### src/rtl/rr_stream_mux_pkg.sv
// Shared constants and helpers for the N:1 stream multiplexer.
package rr_stream_mux_pkg;

    // Grant-source selection for the MODE parameter.
    localparam int MUX_MODE_SEL = 0;  // channel chosen by the external select input
    localparam int MUX_MODE_RR  = 1;  // channel chosen by round-robin arbitration

    // Widest supported channel count and the index width it needs.
    localparam int MAX_IN    = 16;
    localparam int MAX_IDX_W = 4;

    // Encode a one-hot (or all-zero) vector into a binary index.
    // An all-zero input encodes to 0; callers qualify with |grant.
    function automatic logic [MAX_IDX_W-1:0] onehot_to_idx(input logic [MAX_IN-1:0] oh);
        logic [MAX_IDX_W-1:0] idx;
        idx = '0;
        for (int i = 0; i < MAX_IN; i++) begin
            if (oh[i]) idx = idx | MAX_IDX_W'(i);
        end
        return idx;
    endfunction

endpackage

### src/rtl/rr_stream_mux_if.sv
// Stream bundle for the N:1 multiplexer: N producer channels in, one consumer out.
// master = producers/consumer side, slave = the multiplexer.
interface rr_stream_mux_if #(
    parameter int NUM_IN   = 4,
    parameter int BIT_SIZE = 18
);
    localparam int SEL_W = $clog2(NUM_IN);

    logic [NUM_IN*BIT_SIZE-1:0] in_data;    // channel i at [i*BIT_SIZE +: BIT_SIZE]
    logic [NUM_IN-1:0]          in_valid;
    logic [NUM_IN-1:0]          in_ready;   // at most one bit set
    logic [BIT_SIZE-1:0]        out_data;
    logic [SEL_W-1:0]           out_sel;    // channel that produced out_data
    logic                       out_valid;
    logic                       out_ready;

    modport master (
        output in_data, in_valid, out_ready,
        input  in_ready, out_data, out_sel, out_valid
    );

    modport slave (
        input  in_data, in_valid, out_ready,
        output in_ready, out_data, out_sel, out_valid
    );

endinterface

### src/rtl/rr_stream_mux_rr_grant.sv
// Round-robin grant: first requesting channel at or after ptr, wrapping modulo NUM_IN.
// The request vector is doubled so a plain right shift acts as a rotate; the lowest
// set bit of the rotated vector is isolated, then rotated back by the same amount.
module rr_grant #(
    parameter int NUM_IN = 4,
    localparam int SEL_W = $clog2(NUM_IN)
) (
    input  logic [NUM_IN-1:0] req_i,
    input  logic [SEL_W-1:0]  ptr_i,    // always < NUM_IN
    output logic [NUM_IN-1:0] grant_o
);

    logic [NUM_IN-1:0] req_rot;
    logic [NUM_IN-1:0] pri_rot;

    // Rotate requests so ptr lands on bit 0, pick the lowest one, rotate back.
    always_comb begin
        req_rot = NUM_IN'({req_i, req_i} >> ptr_i);
        pri_rot = req_rot & (~req_rot + NUM_IN'(1));
        grant_o = NUM_IN'(({pri_rot, pri_rot} << ptr_i) >> NUM_IN);
    end

endmodule

### src/rtl/rr_stream_mux.sv
// N:1 stream multiplexer with a registered output stage.
// MODE selects the grant source (external select or round-robin); the chosen word is
// captured in one register stage, giving 1-cycle latency at full throughput.
module rr_stream_mux
    import rr_stream_mux_pkg::*;
#(
    parameter int  BIT_SIZE = 18,
    parameter int  NUM_IN   = 4,
    parameter int  MODE     = MUX_MODE_SEL,
    localparam int SEL_W    = $clog2(NUM_IN)
) (
    input  logic              clk,
    input  logic              rst,
    input  logic              flush_i,   // synchronous clear of the output stage
    input  logic [SEL_W-1:0]  sel_i,     // used only when MODE selects external control
    rr_stream_mux_if.slave    bus
);

    logic                load;
    logic                xfer_en;
    logic [NUM_IN-1:0]   grant_sel;
    logic [NUM_IN-1:0]   grant_rr;
    logic [NUM_IN-1:0]   grant;
    logic [SEL_W-1:0]    grant_idx;
    logic [BIT_SIZE-1:0] mux_data;

    logic                out_valid_q, out_valid_d;
    logic [BIT_SIZE-1:0] out_data_q,  out_data_d;
    logic [SEL_W-1:0]    out_sel_q,   out_sel_d;
    logic [SEL_W-1:0]    rr_ptr_q,    rr_ptr_d;

    // The output register can take a new word when empty or being drained this cycle.
    assign load    = ~out_valid_q | bus.out_ready;
    assign xfer_en = load & ~flush_i;

    // External-select grant; an out-of-range select (non-power-of-2 NUM_IN) grants nothing.
    always_comb begin
        grant_sel = '0;
        if (int'(sel_i) < NUM_IN) grant_sel[sel_i] = bus.in_valid[sel_i];
    end

    rr_grant #(.NUM_IN(NUM_IN)) u_rr_grant (
        .req_i   (bus.in_valid),
        .ptr_i   (rr_ptr_q),
        .grant_o (grant_rr)
    );

    assign grant     = (MODE == MUX_MODE_RR) ? grant_rr : grant_sel;
    assign grant_idx = SEL_W'(onehot_to_idx(MAX_IN'(grant)));

    // Ready is the grant qualified by load/flush, and held low throughout reset.
    assign bus.in_ready = rst ? '0 : (grant & {NUM_IN{xfer_en}});

    // AND-OR select of the granted channel's data (grant is one-hot or zero).
    always_comb begin
        mux_data = '0;
        for (int i = 0; i < NUM_IN; i++) begin
            mux_data = mux_data | (bus.in_data[i*BIT_SIZE +: BIT_SIZE] & {BIT_SIZE{grant[i]}});
        end
    end

    // Next state of the output stage and arbitration pointer; flush wins over load.
    always_comb begin
        out_valid_d = out_valid_q;
        out_data_d  = out_data_q;
        out_sel_d   = out_sel_q;
        rr_ptr_d    = rr_ptr_q;
        if (flush_i) begin
            out_valid_d = 1'b0;
        end else if (load) begin
            if (|grant) begin
                out_valid_d = 1'b1;
                out_data_d  = mux_data;
                out_sel_d   = grant_idx;
                if (MODE == MUX_MODE_RR) begin
                    // Explicit wrap keeps the pointer in range when NUM_IN is not a power of 2.
                    rr_ptr_d = (int'(grant_idx) == NUM_IN - 1) ? '0 : grant_idx + SEL_W'(1);
                end
            end else begin
                out_valid_d = 1'b0;
            end
        end
    end

    // Output stage and pointer registers; reset discards any held word.
    always_ff @(posedge clk or posedge rst) begin
        if (rst) begin
            out_valid_q <= 1'b0;
            out_data_q  <= '0;
            out_sel_q   <= '0;
            rr_ptr_q    <= '0;
        end else begin
            out_valid_q <= out_valid_d;
            out_data_q  <= out_data_d;
            out_sel_q   <= out_sel_d;
            rr_ptr_q    <= rr_ptr_d;
        end
    end

    assign bus.out_valid = out_valid_q;
    assign bus.out_data  = out_data_q;
    assign bus.out_sel   = out_sel_q;

endmodule

### src/flat_wrapper.sv
// flat-port wrapper written by rule: the top's interface ports become plain ports
module rr_stream_mux_flat import rr_stream_mux_pkg::*;
#(
    parameter int  BIT_SIZE = 18,
    parameter int  NUM_IN   = 4,
    parameter int  MODE     = MUX_MODE_SEL,
    localparam int SEL_W    = $clog2(NUM_IN)
)
  (clk, rst, flush_i, sel_i, bus_in_data, bus_in_valid, bus_out_ready, bus_in_ready, bus_out_data, bus_out_sel, bus_out_valid);
  rr_stream_mux_if #(.NUM_IN(NUM_IN), .BIT_SIZE(BIT_SIZE)) bus_i ();
  input  logic clk;
  input  logic rst;
  input  logic flush_i;
  input  logic [SEL_W-1:0] sel_i;
  input wire logic [$bits(bus_i.in_data)-1:0] bus_in_data;
  input wire logic [$bits(bus_i.in_valid)-1:0] bus_in_valid;
  input wire logic [$bits(bus_i.out_ready)-1:0] bus_out_ready;
  output wire logic [$bits(bus_i.in_ready)-1:0] bus_in_ready;
  output wire logic [$bits(bus_i.out_data)-1:0] bus_out_data;
  output wire logic [$bits(bus_i.out_sel)-1:0] bus_out_sel;
  output wire logic [$bits(bus_i.out_valid)-1:0] bus_out_valid;
  assign bus_i.in_data = bus_in_data;
  assign bus_i.in_valid = bus_in_valid;
  assign bus_i.out_ready = bus_out_ready;
  assign bus_in_ready = bus_i.in_ready;
  assign bus_out_data = bus_i.out_data;
  assign bus_out_sel = bus_i.out_sel;
  assign bus_out_valid = bus_i.out_valid;
  rr_stream_mux #(.BIT_SIZE(BIT_SIZE), .NUM_IN(NUM_IN), .MODE(MODE)) u_core (.clk(clk), .rst(rst), .flush_i(flush_i), .sel_i(sel_i), .bus(bus_i));
endmodule
### config.mk
export PLATFORM = sky130hd
export DESIGN_NAME = rr_stream_mux_flat
export DESIGN_NICKNAME = d
export VERILOG_FILES = /design/src/rtl/rr_stream_mux_pkg.sv /design/src/rtl/rr_stream_mux_if.sv /design/src/rtl/rr_stream_mux_rr_grant.sv /design/src/rtl/rr_stream_mux.sv /design/src/flat_wrapper.sv
export SDC_FILE = /design/constraint.sdc
export NUM_CORES = 1
export LEC_CHECK = 0
export CAP_MARGIN = 20
export CORE_MARGIN = 4
export CORE_UTILIZATION = 40
export CTS_CLUSTER_SIZE = 14
export DETAILED_ROUTE_END_ITERATION = 8
export PLACE_DENSITY = 0.86
export SLEW_MARGIN = 15
export SYNTH_ARGS = -nofsm -noshare
export SYNTH_HDL_FRONTEND = slang
export SYNTH_SLANG_ARGS = --single-unit
### constraint.sdc
create_clock -name clk -period 3 [get_ports clk]
set_input_delay 0.3 -clock clk [delete_from_list [all_inputs] [get_ports clk]]
set_output_delay 0.3 -clock clk [all_outputs]
set_load 0.05 [all_outputs]
; After elaboration in Yosys (flattened, before gate mapping)
; Index checks and enable logic that the tools add are counted.
[totals]
ff_bits = 21
inputBits = 82
out_inout_bits = 25
elab_cells = 33
[classes]
magnitude_cmp = 2
muxes = 11
bitwise = 13
reduce_logical = 4
[op_table]
columns = op, count
row1 = $and A18 B18 Y18, 4
row2 = $or A18 B18 Y18, 3
row3 = $and A4 B4 Y4, 2
row4 = $mux W1, 6
row5 = $mux W2, 2
row6 = $mux W4, 1
row7 = $reduce_or A4 Y1, 1
row8 = $lt A2 B3 Y1 const B, 1
row9 = $reduce_and A3 Y1, 1
row10 = $bmux W1 S2, 1
row11 = $demux W1 S2, 1
row12 = $ge A2 B1 Y1 const B, 1
row13 = $not A1 Y1, 2
row14 = $reduce_bool A2 Y1, 1
row15 = $and A1 B1 Y1, 1
row16 = $logic_and A1 B1 Y1, 1
row17 = $or A1 B1 Y1, 1

; Longest topological paths before layout
; Gate-level depths: netlist (run 1).
[depth]
depth_word = 9
depth_mapped = 5
mapped_depth_nobuf = 3

; Worst setup path before layout (run 1)
; OpenSTA, ideal clock, no wires.
[synth_path]
kind = register to output
start = register u_core.out_valid_q (netlist: u_core.bus.out_valid)
end = output port bus_in_ready[0]
arrival_ns = 2.506
required_ns = 2.700
setup_slack_ns = 0.194
path_stages_with_launch = 4
path_cell_list = dfrtp_1 > nor2b_1 > nor3_1 > nor4bb_1
[synth_between]
elab_chain_len = 5
[synth_rtl]
columns = element, line
row1 = "start, declared", rr_stream_mux.sv:27  ; logic out_valid_q, out_valid_d;
row2 = "start signal, assigned", rr_stream_mux.sv:93  ; out_valid_q <= out_valid_d;
row3 = $not A1 Y1, rr_stream_mux.sv:33  ; assign load = ~out_valid_q | bus.out_ready;
row4 = $or A1 B1 Y1, rr_stream_mux.sv:33
row5 = $and A1 B1 Y1, rr_stream_mux.sv:34  ; assign xfer_en = load & ~flush_i;
row6 = $and A4 B4 Y4, rr_stream_mux.sv:52  ; assign bus.in_ready = rst ? '0 : (grant & {NUM_IN{xfer_en}});
row7 = $mux W4, rr_stream_mux.sv:52
row8 = "end, declared", flat_wrapper.sv:18  ; output wire logic [$bits(bus_i.in_ready)-1:0] bus_in_ready;
; No other way between the ends.

; Worst setup path after layout (run 1)
[layout_path]
start = input port bus_out_ready
end = output port bus_in_ready[0]
[layout_between]
elab_chain_len = 4
[layout_rtl]
columns = element, line
row1 = "start, declared", flat_wrapper.sv:17  ; input wire logic [$bits(bus_i.out_ready)-1:0] bus_out_ready;
row2 = $or A1 B1 Y1, rr_stream_mux.sv:33
row3 = $and A1 B1 Y1, rr_stream_mux.sv:34
row4 = $and A4 B4 Y4, rr_stream_mux.sv:52
row5 = $mux W4, rr_stream_mux.sv:52
; No other way between the ends.

==> out/metrics.csv, run 1 <==
metric,value,unit
syn_to_final_growth,69.01,%
synth_ff_type,dfrtp_1,
clkLatencyLatePin,0.26,ns
synth-edff-count,0,
critPathRequiredTime,2.70,ns
ant_nets,0,
ios,107,
synth-simple-area-share,23.96,%
routedWlPerCell,17.23,microns
grt.overflow.total,0,
setup_tns,0,ns
drv_slew,0,
diodes,0,
htree_levels,1,
root_buffer,clkbuf_8,
seq_area,525.5,sq um
die_w,74.04,microns
ys_seq_area_share,30.13,%
async_flop_share,100.0,%
die-area,5481,sq um
powerDensity,430.9,nW/um^2
gp_congestion,0.7802,
nNetsFinal,331,
cts_sinks,21,
synth_seq_cells,21,
cts_setup_buffers,0,
die_y,74.04,microns
grt_usage,19.81,%
avgViaCountPerCell,5.151,
max_freq,483.0,MHz
antenna_found_initial,0,
synth_top_area_share,30.13,%
drc_errors,0,
grt_pass1_vias,1702,
cap_violations,0,
critPathLaunchType,input port,
fin_crit,2.071,ns
crit_arrival,1.77,ns
drive_above_1_share,21.77,%
final_util,71.63,%
coreArea,4115,sq um
leakagePower,0.001213,uW
final_area,2948,sq um
rsz0062_at_grt,no,
yosys.cell_types.count,23,
path_class,input port to output pin,
critPathMaxFanout,4,
route.vias.total,1535,
grt_max_degree,26,
outcome,"finished, final reports clean",
stdcell_count,298,
dpl.hpwl,4123,microns
yosys_warnings,0,
num-fill-cells,326,
grt_use_met3,4.324,%
end_kind,output pin,
cts_resized,0,
finalSetupViolCount,0,
totalWireLength,5136,microns
maxSlewHeadroom,45.62,%
ir_drop,0.1935,mV
synth_fp_nets,225,
synth-compound-area-share,1.076,%
hold_violations,0,
first_pass_iters,4,
synthTopCellsByArea,"dfrtp_1, mux4_2, and2_1, mux2_4, mux2_2",
rows,23,
clk_path_buf_depth,2,
avgSynthCellArea,12.20,sq um
synth_mux_area_share,40.17,%
synth-xor-area-share,0,%
synth_top_cell_by_area,dfrtp_1,
placedCellCount,294,
hold_path_class,flip-flop to flip-flop,
drt_iter0_drc,48,
dpl-instance-area,2903,sq um
period_share,69.02,%
grtUsageMet2,36.12,%
numPortBuffers,106,
power,1270,uW
multiInputGateArea,1137,sq um
synth_top_family_by_area,multiplexers,
grt_pass1_wl,8245,microns
syn_area,1744,sq um
clkTransAtPathRegs,0.08,ns
cts_tree,yes,
met1_usage,23.44,%
synthCells,143,
synth_fa_ha_area_share,0,%
cts_hold_buf,0,
cts_made_buffers,3,
worst_slew_pin_slew,0.8148,ns
initial_utilization,42.38,%
grt-busiest-layer,met2,
clock_skew,0.004357,ns
## per-stage QoR
| step | worst slack [ns] | hold WS, ns |
|---|---|---|
| after CTS | 0.9308 | 0.5108 |
| after global routing | 0.8814 | 0.5372 |
| after global placement | 0.7921 | 0.4888 |
| final | 0.9295 | 0.5059 |
| after detailed placement | 0.7354 | 0.4933 |
| after floorplan | 0.1944 | 0.2765 |
## sequential cells by signal, indices dropped and copies added (netlist names)
register	flops
u_core.bus.out_data	18
u_core.bus.out_sel	2
u_core.bus.out_valid	1
## cells in the final DEF (no fill, tap or decap), drive strengths merged, types with 2 or more instances in the layout
master         instances
buf                   11
nor2                   2
mux2                  20
inv                    3
dfrtp                 21
mux4                  19
and2                  54
clkbuf                 4
clkdlybuf4s50        102
and4                   2
## area by class of cell
| type | instances | area share (%) |
|---|---|---|
| repair buffers | 113 | 39.56 |
| inverters | 3 | 0.3820 |
| flip-flops and latches | 21 | 17.83 |
| clock buffers | 4 | 1.528 |
| well taps | 50 | 2.122 |
| multi-input cells | 107 | 38.58 |
## cells in the mapped netlist, types with 2 or more instances
| cell | count |
|---|---|
| and2_1 | 54 |
| dfrtp_1 | 21 |
| mux4_2 | 19 |
| mux2_2 | 10 |
| mux2_4 | 10 |
| clkbuf_1 | 8 |
| inv_1 | 3 |
| and4_1 | 2 |
| nor2_1 | 2 |
## worst paths after layout
path | from | to | depth (start not counted) | slack (ns)
worst max-delay path | bus_out_ready | bus_in_ready[0] | 6 | 0.93
worst min-delay path | u_core.bus.out_data[10]$_DFFE_PP0P_ | u_core.bus.out_data[10]$_DFFE_PP0P_ | 1 | 0.51
worst max register to register | u_core.bus.out_valid$_DFFE_PP0P_ | u_core.bus.out_data[14]$_DFFE_PP0P_ | 3 | 1.64
worst min register to register | u_core.bus.out_data[10]$_DFFE_PP0P_ | u_core.bus.out_data[10]$_DFFE_PP0P_ | 1 | 0.51
max in group asynchronous | rst | u_core.bus.out_data[3]$_DFFE_PP0P_ | 2 | 1.97
min in group asynchronous | rst | u_core.bus.out_valid$_DFFE_PP0P_ | 2 | 0.53
## worst max-delay path, stage by stage
cell and delay [ns]:
clkdlybuf4s50_1 0.47, nor2b_1 0.07, nor3_1 0.13, buf_4 0.15, nor4bb_1 0.43, buf_12 0.21
## routing by layer
metal,share of wire [%],vias to the layer above
met2,53,66
met4,1.0,0
met3,8.2,4
met1,38,744
met5,0,-
li1,-,721
## logic make-up after synthesis
kind of cell    count (synthesis)
buf+inv                        15
flops                          21
simple gates                   64
compound gates                  3
mux                            40
## report_power, final
| group | switching (uW) | internal (uW) |
|---|---|---|
| Sequential | 36.9 | 348 |
| Clock | 92.2 | 94.5 |
| Combinational | 359 | 340 |
| Total | 488 | 782 |
(Power assumes the default switching activity.)
==> run 2, diff against run 1 <==
--- a/config.mk
+++ b/config.mk
@@ -7,10 +7,10 @@
 export LEC_CHECK = 0
 export CAP_MARGIN = 20
 export CORE_MARGIN = 4
-export CORE_UTILIZATION = 40
+export CORE_UTILIZATION = 38
 export CTS_CLUSTER_SIZE = 14
 export DETAILED_ROUTE_END_ITERATION = 8
-export PLACE_DENSITY = 0.86
+export PLACE_DENSITY = 0.82
 export SLEW_MARGIN = 15
 export SYNTH_ARGS = -nofsm -noshare
 export SYNTH_HDL_FRONTEND = slang
==> constraint.sdc (replaced) <==
create_clock -name clk -period 2 [get_ports clk]
set_input_delay 0.2 -clock clk [delete_from_list [all_inputs] [get_ports clk]]
set_output_delay 0.2 -clock clk [all_outputs]
set_load 0.05 [all_outputs]
==> out/metrics.csv, run 2 (synthesis results as in run 1) <==
metric,value,unit,change
die_y,75.75,microns,+2.3%
rows,24,,+4.3%
route.vias.total,1527,,-0.52%
cts_setup_buffers,0,,unchanged
combinationalPowerShare,55.6,%,+0.6 points
hold_path_class,input port to async pin,,
fin_crit,1.863,ns,
routedWlPerCell,16.78,microns,-2.6%
dpl.hpwl,4147,microns,+0.57%
cts_tree,yes,,
path_delay_family,simple AND/OR/NAND/NOR gates,,
grt_max_degree,26,,unchanged
drt_iter0_drc,49,,+2.1%
power_frac_seq,29.8,%,-0.5 points
outcome,"finished, final reports clean",,
syn_to_final_growth,73.74,%,
period_share,93.14,%,
ir_drop,0.3978,mV,+110%
crit_arrival,1.66,ns,-0.11 ns
grt_usage,17.99,%,-1.8 points
powerDensity,634.9,nW/um^2,+47%
clock_skew,0.002338,ns,-0.002019 ns
ant_nets,0,,unchanged
path_class,flip-flop to output pin,,
critPathLaunchType,flip-flop,,
cts_sinks,21,,unchanged
first_pass_iters,4,,unchanged
maxSlewHeadroom,64.36,%,+19 points
cts_made_buffers,3,,unchanged
p_int,1190,uW,+52%
numPortBuffers,106,,unchanged
initial_utilization,39.78,%,-2.6 points
clk_path_buf_depth,2,,unchanged
finalSetupViolCount,0,,unchanged
leakagePower,0.001261,uW,+3.9%
diodes,0,,unchanged
num-fill-cells,335,,+2.8%
drv_slew,0,,unchanged
cts_hold_buf,0,,unchanged
htree_levels,1,,unchanged
clkLatencyLatePin,0.25,ns,about the same
drive_above_1_share,24.31,%,+2.5 points
path_buf_inv,1,,-2
critPathRequiredTime,1.80,ns,-0.90 ns
switchingPower,734.0,uW,+50%
r2r_start,u_core.bus.out_valid$_DFFE_PP0P_,,
hold_violations,0,,unchanged
nNetsFinal,338,,+2.1%
regToRegSetupSlack,0.76,ns,-0.88 ns
power,1924,uW,+51%
r2r_cells,4,,+1
largest_reg_flops,18,,unchanged
avgViaCountPerCell,4.974,,-3.4%
reg2reg_to,u_core.bus.out_data[14]$_DFFE_PP0P_,,
ios,107,,unchanged
critPathMaxFanout,4,,unchanged
p_clk_share,14.6,%,about the same
antenna_found_initial,0,,unchanged
grt_pass1_wl,7659,microns,-7.1%
die_w,75.75,microns,+2.3%
die-area,5738,sq um,+4.7%
rsz0062_at_grt,no,,
grt.overflow.total,0,,unchanged
cp_slowest_cell,dfrtp_1,,
max_freq,536.8,MHz,
layout_commonest_cell,clkdlybuf4s50_1,,
grt_pass1_vias,1612,,-5.3%
final_cell_mix,"clkdlybuf4s50_1, and2_1, dfrtp_1",,
totalWireLength,5151,microns,+0.29%
worst_slew_pin_slew,0.5329,ns,-0.2819 ns
path_cells,"nor2b_1, nor3_1, nor4bb_4, buf_12",,
switching_share,38.15,%,-0.29 points
root_buffer,clkbuf_8,,
setup_tns,0,ns,unchanged
clkTransAtPathRegs,0.08,ns,about the same
cts_resized,0,,unchanged
cap_violations,0,,unchanged
gp_congestion,0.8242,,+5.6%
coreArea,4384,sq um,+6.5%
drc_errors,0,,unchanged
end_kind,output pin,,
max_stage_delay,0.41,ns,-0.06 ns
-- run 2: how the worst max path moves through the flow --
stage | from | endpoint | slack [ns] | cells after the start
2_1_floorplan | u_core.bus.out_valid$_DFFE_PP0P_ | bus_in_ready[0] | 0.14 | 3
3_3_place_gp | sel_i[0] | u_core.bus.out_data[7]$_DFFE_PP0P_ | 0.02 | 5
3_5_place_dp | sel_i[0] | u_core.bus.out_data[7]$_DFFE_PP0P_ | 0.009 | 5
4_1_cts | u_core.bus.out_valid$_DFFE_PP0P_ | bus_in_ready[0] | 0.14 | 4
5_1_grt | u_core.bus.out_valid$_DFFE_PP0P_ | bus_in_ready[0] | 0.04 | 4
6_report | u_core.bus.out_valid$_DFFE_PP0P_ | bus_in_ready[0] | 0.14 | 4
-- run 2: cell type report --
cell class | count | area [sq um] | share of cell area (%)
Tap cell | 52 | 65.06 | 2.147
Clock buffer | 4 | 45.04 | 1.486
Sequential cell | 21 | 525.5 | 17.34
Inverter | 3 | 11.26 | 0.3716
Timing Repair Buffer | 120 | 1231 | 40.63
Multi-Input combinational cell | 107 | 1152 | 38.03
-- run 2: per-layer routing --
layer  up-vias  wire length [microns]  share of wire, %  global-route usage [%]
met5         -                      0                 0                       0
met4         0                     63               1.2                   5.049
met3         4                    303               5.9                   2.902
met2        47                   2732                53                   32.22
met1       743                   2051                40                   22.15
li1        733                      -                 -                       -
-- run 2: power groups by stage --
stage / registers (uW) / clock network, uW / logic (uW)
after global routing: 586 / 303 / 1120
after CTS: 576 / 283 / 1080
after global placement: 580 / 0 / 1070
after floorplan: 924 / 0 / 297
after detailed placement: 583 / 0 / 1080
final: 574 / 280 / 1070
-- run 2: worst register-to-register path: cells and delay by family, from the launching register on --
| kind | cells | cell delay (ns) |
|---|---|---|
| muxes | 1 | 0.29 |
| DFF | 1 | 0.41 |
| and+or+nand+nor | 2 | 0.26 |
| buffers and inverters | 1 | 0.16 |
-- run 2: per-stage QoR --
stage	hold slack, ns	instance area, sq um	utilization (%)	instances	setup WS, ns
floorplan	0.1765	1759	-	143	0.1433
detailed placement	0.4945	2985	68.09	303	0.008989
global route	0.3585	3030	69.12	307	0.04484
CTS	0.3157	3030	69.12	307	0.1376
finish	0.3030	3030	69.12	307	0.1373
global placement	0.4884	2985	68.09	303	0.02062
==> run 3, diff against run 2 <==
--- a/config.mk
+++ b/config.mk
@@ -10,6 +10,7 @@
 export CORE_UTILIZATION = 38
 export CTS_CLUSTER_SIZE = 14
 export DETAILED_ROUTE_END_ITERATION = 8
+export MAX_ROUTING_LAYER = met4
 export PLACE_DENSITY = 0.82
 export SLEW_MARGIN = 15
 export SYNTH_ARGS = -nofsm -noshare
==> out/metrics.csv, run 3 (synthesis results as in run 1) <==
metric,value,unit,change
worst_slew_pin_slew,0.5329,ns,-0.000005305 ns
grt.overflow.total,0,,unchanged
numPortBuffers,106,,unchanged
outcome,"finished, final reports clean",,
clk_path_buf_depth,2,,unchanged
fin_crit,1.863,ns,-0.00003200 ns
cts_made_buffers,3,,unchanged
hold_violations,0,,unchanged
initial_utilization,39.78,%,unchanged
max_freq,536.9,MHz,about the same
end_kind,output pin,,
leakagePower,0.001261,uW,unchanged
stdcell_count,307,,unchanged
clkTransAtPathRegs,0.08,ns,about the same
clkLatencyLatePin,0.25,ns,about the same
cts_setup_buffers,0,,unchanged
maxSlewHeadroom,64.36,%,about the same
clock_skew,0.001907,ns,-0.0004315 ns
grt_pass1_vias,1611,,-0.062%
gp_congestion,0.8367,,+1.5%
root_buffer,clkbuf_8,,
r2r_cells,4,,unchanged
avgViaCountPerCell,4.974,,unchanged
critPathLaunchType,flip-flop,,
finalSetupViolCount,0,,unchanged
setup_tns,0,ns,unchanged
num-fill-cells,335,,unchanged
cts_resized,0,,unchanged
powerDensity,634.9,nW/um^2,about the same
drc_errors,0,,unchanged
diodes,0,,unchanged
antenna_found_initial,0,,unchanged
largest_reg_flops,18,,unchanged
cts_tree,yes,,
dpl.hpwl,4147,microns,unchanged
routedWlPerCell,16.74,microns,-0.21%
critPathRequiredTime,1.80,ns,about the same
rsz0062_at_grt,no,,
totalWireLength,5140,microns,-0.21%
first_pass_iters,4,,unchanged
hold_slack,0.3019,ns,-0.001135 ns
placedCellCount,303,,unchanged
ios,107,,unchanged
drt_iter0_drc,50,,+2.0%
grt_pass1_wl,7659,microns,unchanged
path_cells,"nor2b_1, nor3_1, nor4bb_4, buf_12",,
htree_levels,1,,unchanged
nNetsFinal,338,,unchanged
ant_nets,0,,unchanged
grt_max_degree,26,,unchanged
die_w,75.75,microns,unchanged
drv_slew,0,,unchanged
ir_drop,0.3978,mV,about the same
die_y,75.75,microns,unchanged
period_share,93.13,%,about the same
cap_violations,0,,unchanged
rows,24,,unchanged
crit_arrival,1.66,ns,about the same
layout_commonest_cell,clkdlybuf4s50_1,,
syn_to_final_growth,73.74,%,unchanged
coreArea,4384,sq um,unchanged
path_class,flip-flop to output pin,,
critPathMaxFanout,4,,unchanged
die-area,5738,sq um,unchanged
cts_sinks,21,,unchanged
final_util,69.12,%,unchanged
route.vias.total,1527,,unchanged
cts_hold_buf,0,,unchanged
grt_usage,18.54,%,+0.55 points
max_stage_delay,0.41,ns,about the same
drive_above_1_share,24.31,%,unchanged
cp_slowest_cell,dfrtp_1,,
hold_path_class,input port to async pin,,
final_cell_mix,"clkdlybuf4s50_1, and2_1, dfrtp_1",,
-- run 3: cell counts in the layout (fill, tap and decap cells not counted) --
No cell type changed its count.
-- run 3: where the power goes --
| part | total, uW | switching, uW | internal (uW) |
|---|---|---|---|
| clock | 281 | 139 | 142 |
| sequential | 574 | 52.7 | 521 |
| combinational | 1070 | 542 | 527 |
| total | 1920 | 734 | 1190 |
-- run 3: per-layer routing --
metal / vias up / global-route usage, % / wire length (microns)
li1: 733 / - / -
met1: 743 / 22.56 / 2072
met2: 47 / 32.22 / 2734
met3: 4 / 2.243 / 270
met4: 0 / 5.049 / 62
met5: - / - / 0
-- run 3: cell type report --
cell class,count,area [sq um],share of cell area (%)
Clock buffer,4,45.04,1.486
Inverter,3,11.26,0.3716
Sequential cell,21,525.5,17.34
Timing Repair Buffer,120,1231,40.63
Tap cell,52,65.06,2.147
Multi-Input combinational cell,107,1152,38.03
-- run 3: stage by stage --
step | worst slack [ns] | power (uW) | cell area (sq um)
after floorplan | 0.1433 | 1221 | 1759
after global placement | 0.02062 | 1646 | 2985
after detailed placement | 0.008989 | 1662 | 2985
after CTS | 0.1376 | 1940 | 3030
after global routing | 0.04485 | 2013 | 3030
final | 0.1373 | 1924 | 3030
-- run 3: worst max-delay path: cells and delay by family, from the launching register on --
kind / cells / cell delay [ns]
flops: 1 / 0.41
buf+inv: 1 / 0.18
simple gates: 3 / 0.81
-- run 3: worst paths after layout --
kind	endpoint	slack, ns	start
max in group asynchronous	u_core.bus.out_data[10]$_DFFE_PP0P_	1.47	rst
hold / removal	u_core.bus.out_valid$_DFFE_PP0P_	0.30	rst
min in group clk	u_core.bus.out_data[7]$_DFFE_PP0P_	0.51	u_core.bus.out_data[7]$_DFFE_PP0P_
setup reg to reg	u_core.bus.out_data[14]$_DFFE_PP0P_	0.76	u_core.bus.out_valid$_DFFE_PP0P_
hold reg to reg	u_core.bus.out_data[7]$_DFFE_PP0P_	0.51	u_core.bus.out_data[7]$_DFFE_PP0P_
setup / recovery	bus_in_ready[0]	0.14	u_core.bus.out_valid$_DFFE_PP0P_
==> variant 1, RTL diff (config.mk and constraints of run 3) <==
Take the reset off `out_data_q` and load it in a clocked block of its own.
--- a/src/rtl/rr_stream_mux.sv
+++ b/src/rtl/rr_stream_mux.sv
@@ -86,15 +86,17 @@
     always_ff @(posedge clk or posedge rst) begin
         if (rst) begin
             out_valid_q <= 1'b0;
-            out_data_q  <= '0;
             out_sel_q   <= '0;
             rr_ptr_q    <= '0;
         end else begin
             out_valid_q <= out_valid_d;
-            out_data_q  <= out_data_d;
             out_sel_q   <= out_sel_d;
             rr_ptr_q    <= rr_ptr_d;
         end
+    end
+
+    always_ff @(posedge clk) begin
+        out_data_q <= out_data_d;
     end
 
     assign bus.out_valid = out_valid_q;
Formal check against the unedited RTL: not equivalent (Yosys sat finds a counterexample within 4 cycles, from zero or initial values and one cycle with rst high).
==> variant 1 against run 3 <==
- sequential cell count stayed put
- area after synthesis is 21% lower
- first-iteration DRC count grew to 4.4 times the old value
- via count is 2.0% higher
- final area is 15% lower
- worst setup slack better by 0.022 ns
- synthesized cell count is 7.7% lower
- routed wire length is 5.3% higher
- non-clock buffer count is 5 lower
- critical path type unchanged
- highest routed layer unchanged
Power is not compared: it rests on default switching activity, and its combinational part moved more than twofold at a synthesized area within 25%.
==> variant 1: results (changes against run 3) <==
register area share after synthesis 44.9% (+15 points); first-pass GRT wire length 7730 µm (+0.98%); met3 WL 655 µm (+140%); Fill cells 251 (-25%); Clk pin slew, worst setup/hold paths 0.12 ns (+0.04 ns); Post-Route M1 WL 2050 µm (-1.1%); gpl congestion 0.870 (+4.0%); grt met2 use 38.5% (+6.3 points); Initial DRC Count 218 (+340%); critical path fanouts, max 6 (+2); largest net degree at the start of global routing 22 (-15%); Area after DPL 2540 µm² (-15%); overall routing resource usage 23.2% (+4.7 points); met2 wire length 2680 µm (-2.1%); R2R Setup Slk 0.73 ns (-0.03 ns); status finished, final reports clean; Syn Inst Count 132 (-7.7%); worst skew pair latency 0.30 ns (+0.05 ns); mean number of vias per cell 5.52 (+11%); met1 Usage GRT 30.9% (+8.3 points); number of synthesized flops with an enable pin 18 (+18); Mapped Nets 214 (-4.9%); # placed instances 278 (-8.3%); Place WS -0.0280 ns (-0.0370 ns); Critical Path AT 1.64 ns (-0.02 ns); WL final 5410 µm (+5.3%); Synth Area in Compound Gates 21.2% (+20 points); vias in the first global route 1502 (-6.8%); top_reg_cell synth edfxtp_1; top post-synthesis cells by count a21oi_1, nand3_1, a221o_1, edfxtp_1, nand3b_1; Hold WS 0.192 ns (-0.110 ns); fin cells 282 (-8.1%); Worst R2R End u_core.bus.out_data[8]; clock skew 0.00698 ns (+0.00507 ns); Distinct cells, synth 26 (+13%); root buffer cell clkbuf_4; met3 Track Usage GR 2.46% (+0.22 points); fraction of synthesized area in multiplexers 4.84% (-35 points)
==> variant 1: critical path, delay by kind of cell (launching register included) <==
| kind | cells | cell delay, ns |
|---|---|---|
| AND/OR/NAND/NOR | 3 | 0.80 |
| buffers and inverters | 1 | 0.15 |
| flip-flops | 1 | 0.40 |
==> variant 1: how the worst max path moves through the flow <==
stage,slack [ns],from,endpoint
floorplan,-0.04,u_core.bus.out_valid,bus_in_ready[2]
global placement,0.05,sel_i[1],u_core.bus.out_data[5]
detailed placement,-0.03,sel_i[1],u_core.bus.out_data[2]
CTS,0.13,u_core.bus.out_valid,bus_in_ready[0]
global route,0.02,u_core.bus.out_valid,bus_in_ready[1]
finish,0.16,u_core.bus.out_valid,bus_in_ready[1]
==> variant 1: area by class of cell <==
type | count | area share [%]
clock buffer | 4 | 1.02
timing repair buffer | 115 | 46.0
multi-input combinational | 92 | 26.1
tap | 46 | 2.24
sequential | 21 | 24.0
inverter | 4 | 0.585
==> variant 2, RTL diff (config.mk and constraints of run 3) <==
Made on the original files. `BIT_SIZE` is set to 18 in 3 places; all go to 9.
--- a/src/rtl/rr_stream_mux_if.sv
+++ b/src/rtl/rr_stream_mux_if.sv
@@ -2,7 +2,7 @@
 // master = producers/consumer side, slave = the multiplexer.
 interface rr_stream_mux_if #(
     parameter int NUM_IN   = 4,
-    parameter int BIT_SIZE = 18
+    parameter int BIT_SIZE = 9
 );
     localparam int SEL_W = $clog2(NUM_IN);
 
--- a/src/rtl/rr_stream_mux.sv
+++ b/src/rtl/rr_stream_mux.sv
@@ -4,7 +4,7 @@
 module rr_stream_mux
     import rr_stream_mux_pkg::*;
 #(
-    parameter int  BIT_SIZE = 18,
+    parameter int  BIT_SIZE = 9,
     parameter int  NUM_IN   = 4,
     parameter int  MODE     = MUX_MODE_SEL,
     localparam int SEL_W    = $clog2(NUM_IN)
--- a/src/flat_wrapper.sv
+++ b/src/flat_wrapper.sv
@@ -1,7 +1,7 @@
 // flat-port wrapper written by rule: the top's interface ports become plain ports
 module rr_stream_mux_flat import rr_stream_mux_pkg::*;
 #(
-    parameter int  BIT_SIZE = 18,
+    parameter int  BIT_SIZE = 9,
     parameter int  NUM_IN   = 4,
     parameter int  MODE     = MUX_MODE_SEL,
     localparam int SEL_W    = $clog2(NUM_IN)
Interface: changed (resized bus_in_data and bus_out_data); port bits go from 107 to 62. No check against the original RTL was run, so the function may have changed too.
==> variant 2 against run 3 <==
- routed wire length fell by 46%
- sequential cell count fell by 9
- final area decreased by 42%
- area after synthesis down 42%
- core utilization is 1.7 points higher
- die area is 38% lower
- critical path depth stayed put
- clock skew is 0.0011 ns higher
- count of clock-buffer cells in the layout unchanged
- power fell by 43%
- worst setup slack better by 0.14 ns
- non-clock buffer count down 51
- combinational power shrank 46%
==> variant 2: results (changes against run 3) <==
status finished, final reports clean; cts bufs inserted 3 (unchanged); worst-case reg-to-reg path depth 3 (-1); register area share after synthesis 29.9% (-0.24 points); drt pass-1 iters 2 (-2); Hold/Removal Path Class input pin to async pin; Area after DPL 1730 µm² (-42%); largest area contributor in the netlist dfrtp_1; via count 924 (-39%); clock skew 0.00301 ns (+0.00110 ns); Detail Placement HPWL 2420 µm (-42%); headroom to the max-slew limit 65.7% (+1.4 points); overall routing resource usage 17.8% (-0.73 points); root buffer cell clkbuf_4; Critical Path AT 1.53 ns (-0.13 ns); largest net degree at the start of global routing 17 (-35%); top_reg_cell synth dfrtp_1; vias in the first global route 1042 (-35%); DR WL/cell 15.5 µm (-7.4%); Distinct cells, synth 23 (unchanged); Mapped Nets 129 (-43%); clock buffer depth 2 (unchanged); Initial DRC Count 6 (-88%); ratio of cells with drive above 1 in the final layout 24.7% (+0.35 points); number of port buffers 61 (-42%); critical path fanouts, max 4 (unchanged); Pleak 0.750 nW (-41%); worst vdd ir 0.591 mV (+49%); antenna cell count 0 (unchanged); first-pass GRT wire length 4510 µm (-41%); top cells by area, synth dfrtp_1, and2_1, mux4_1, mux4_2, mux2_2; top post-synthesis cells by count and2_1, dfrtp_1, mux2_2; Place WS 0.0444 ns (+0.0354 ns); nets 197 (-42%); max reg flops 9 (-9); gpl congestion 0.810 (-3.2%); ys async rst share 100% (unchanged)
==> variant 2: changes by cell type in the layout (fill, tap and decap cells not counted), moves of 3 or more <==
cell / delta
mux2_4: -8
clkdlybuf4s50_1: -45
mux4_2: -14
and2_0: +3
mux4_1: +5
dfrtp_1: -9
clkbuf_4: +3
and2_1: -32
buf_4: -4
==> variant 2: final timing paths <==
check                                  startpoint                     end  slack, ns
min reg2reg                u_core.bus.out_data[7]  u_core.bus.out_data[7]       0.51
max in group asynchronous                     rst  u_core.bus.out_data[5]       1.39
max                          u_core.bus.out_valid         bus_in_ready[0]       0.27
max reg2reg                  u_core.bus.out_valid  u_core.bus.out_data[8]       0.80
min                                           rst   u_core.bus.out_sel[1]       0.29
min in group clk           u_core.bus.out_data[7]  u_core.bus.out_data[7]       0.51
==> variant 2: cell type report <==
class                      instances  area, µm²
clock buffer                       4       36.3
sequential                        12        300
inverter                           3       11.3
multi-input combinational         62        676
tap                               30       37.5
fill                             174        728
timing repair buffer              69        711
==> variant 2: cell families after synthesis <==
kind of cell | share of synthesized area, %
muxes | 38.4
AOI/OAI and AO/OA | 1.87
DFF | 29.9
buffers and inverters | 4.86
and+or+nand+nor | 25.0
==> variant 2: power breakdown <==
group	internal (mW)	leakage, nW	switching, mW
logic	0.278	0.580	0.300
clock network	0.110	0.0210	0.0763
registers	0.296	0.148	0.0313
==> variant 2: worst max-delay path, stage by stage, from the launching register on <==
cell      delay (ns)
dfrtp_1         0.41
nor2b_1         0.18
nor3_2          0.20
nor4bb_4        0.30
buf_12          0.18
==> variant 2: stage by stage <==
| stage | power, mW | hold slack, ns | std cells |
|---|---|---|---|
| 5_1_grt | 1.14 | 0.342 | 180 |
| 4_1_cts | 1.10 | 0.278 | 180 |
| 6_report | 1.09 | 0.294 | 180 |
| 3_5_place_dp | 0.914 | 0.496 | 176 |
| 3_3_place_gp | 0.904 | 0.490 | 176 |
| 2_1_floorplan | 0.671 | 0.0647 | 83 |
==> variant 2: repair_timing <==
| item | 4_1_cts | 5_1_grt |
|---|---|---|
| hold buffers | 0 | 0 |
| resized for setup | 0 | 1 |
| setup buffers | 0 | 0 |
| setup endpoints to repair | 0 | 1 |
==> variant 2: routing by layer <==
metal / up-vias / GRT usage, % / share of wire, %
met5: - / - / 0
met4: 0 / 5.83 / 0.86
met3: 2 / 4.14 / 7.1
met2: 40 / 31.0 / 52
met1: 438 / 19.8 / 41
li1: 444 / - / -
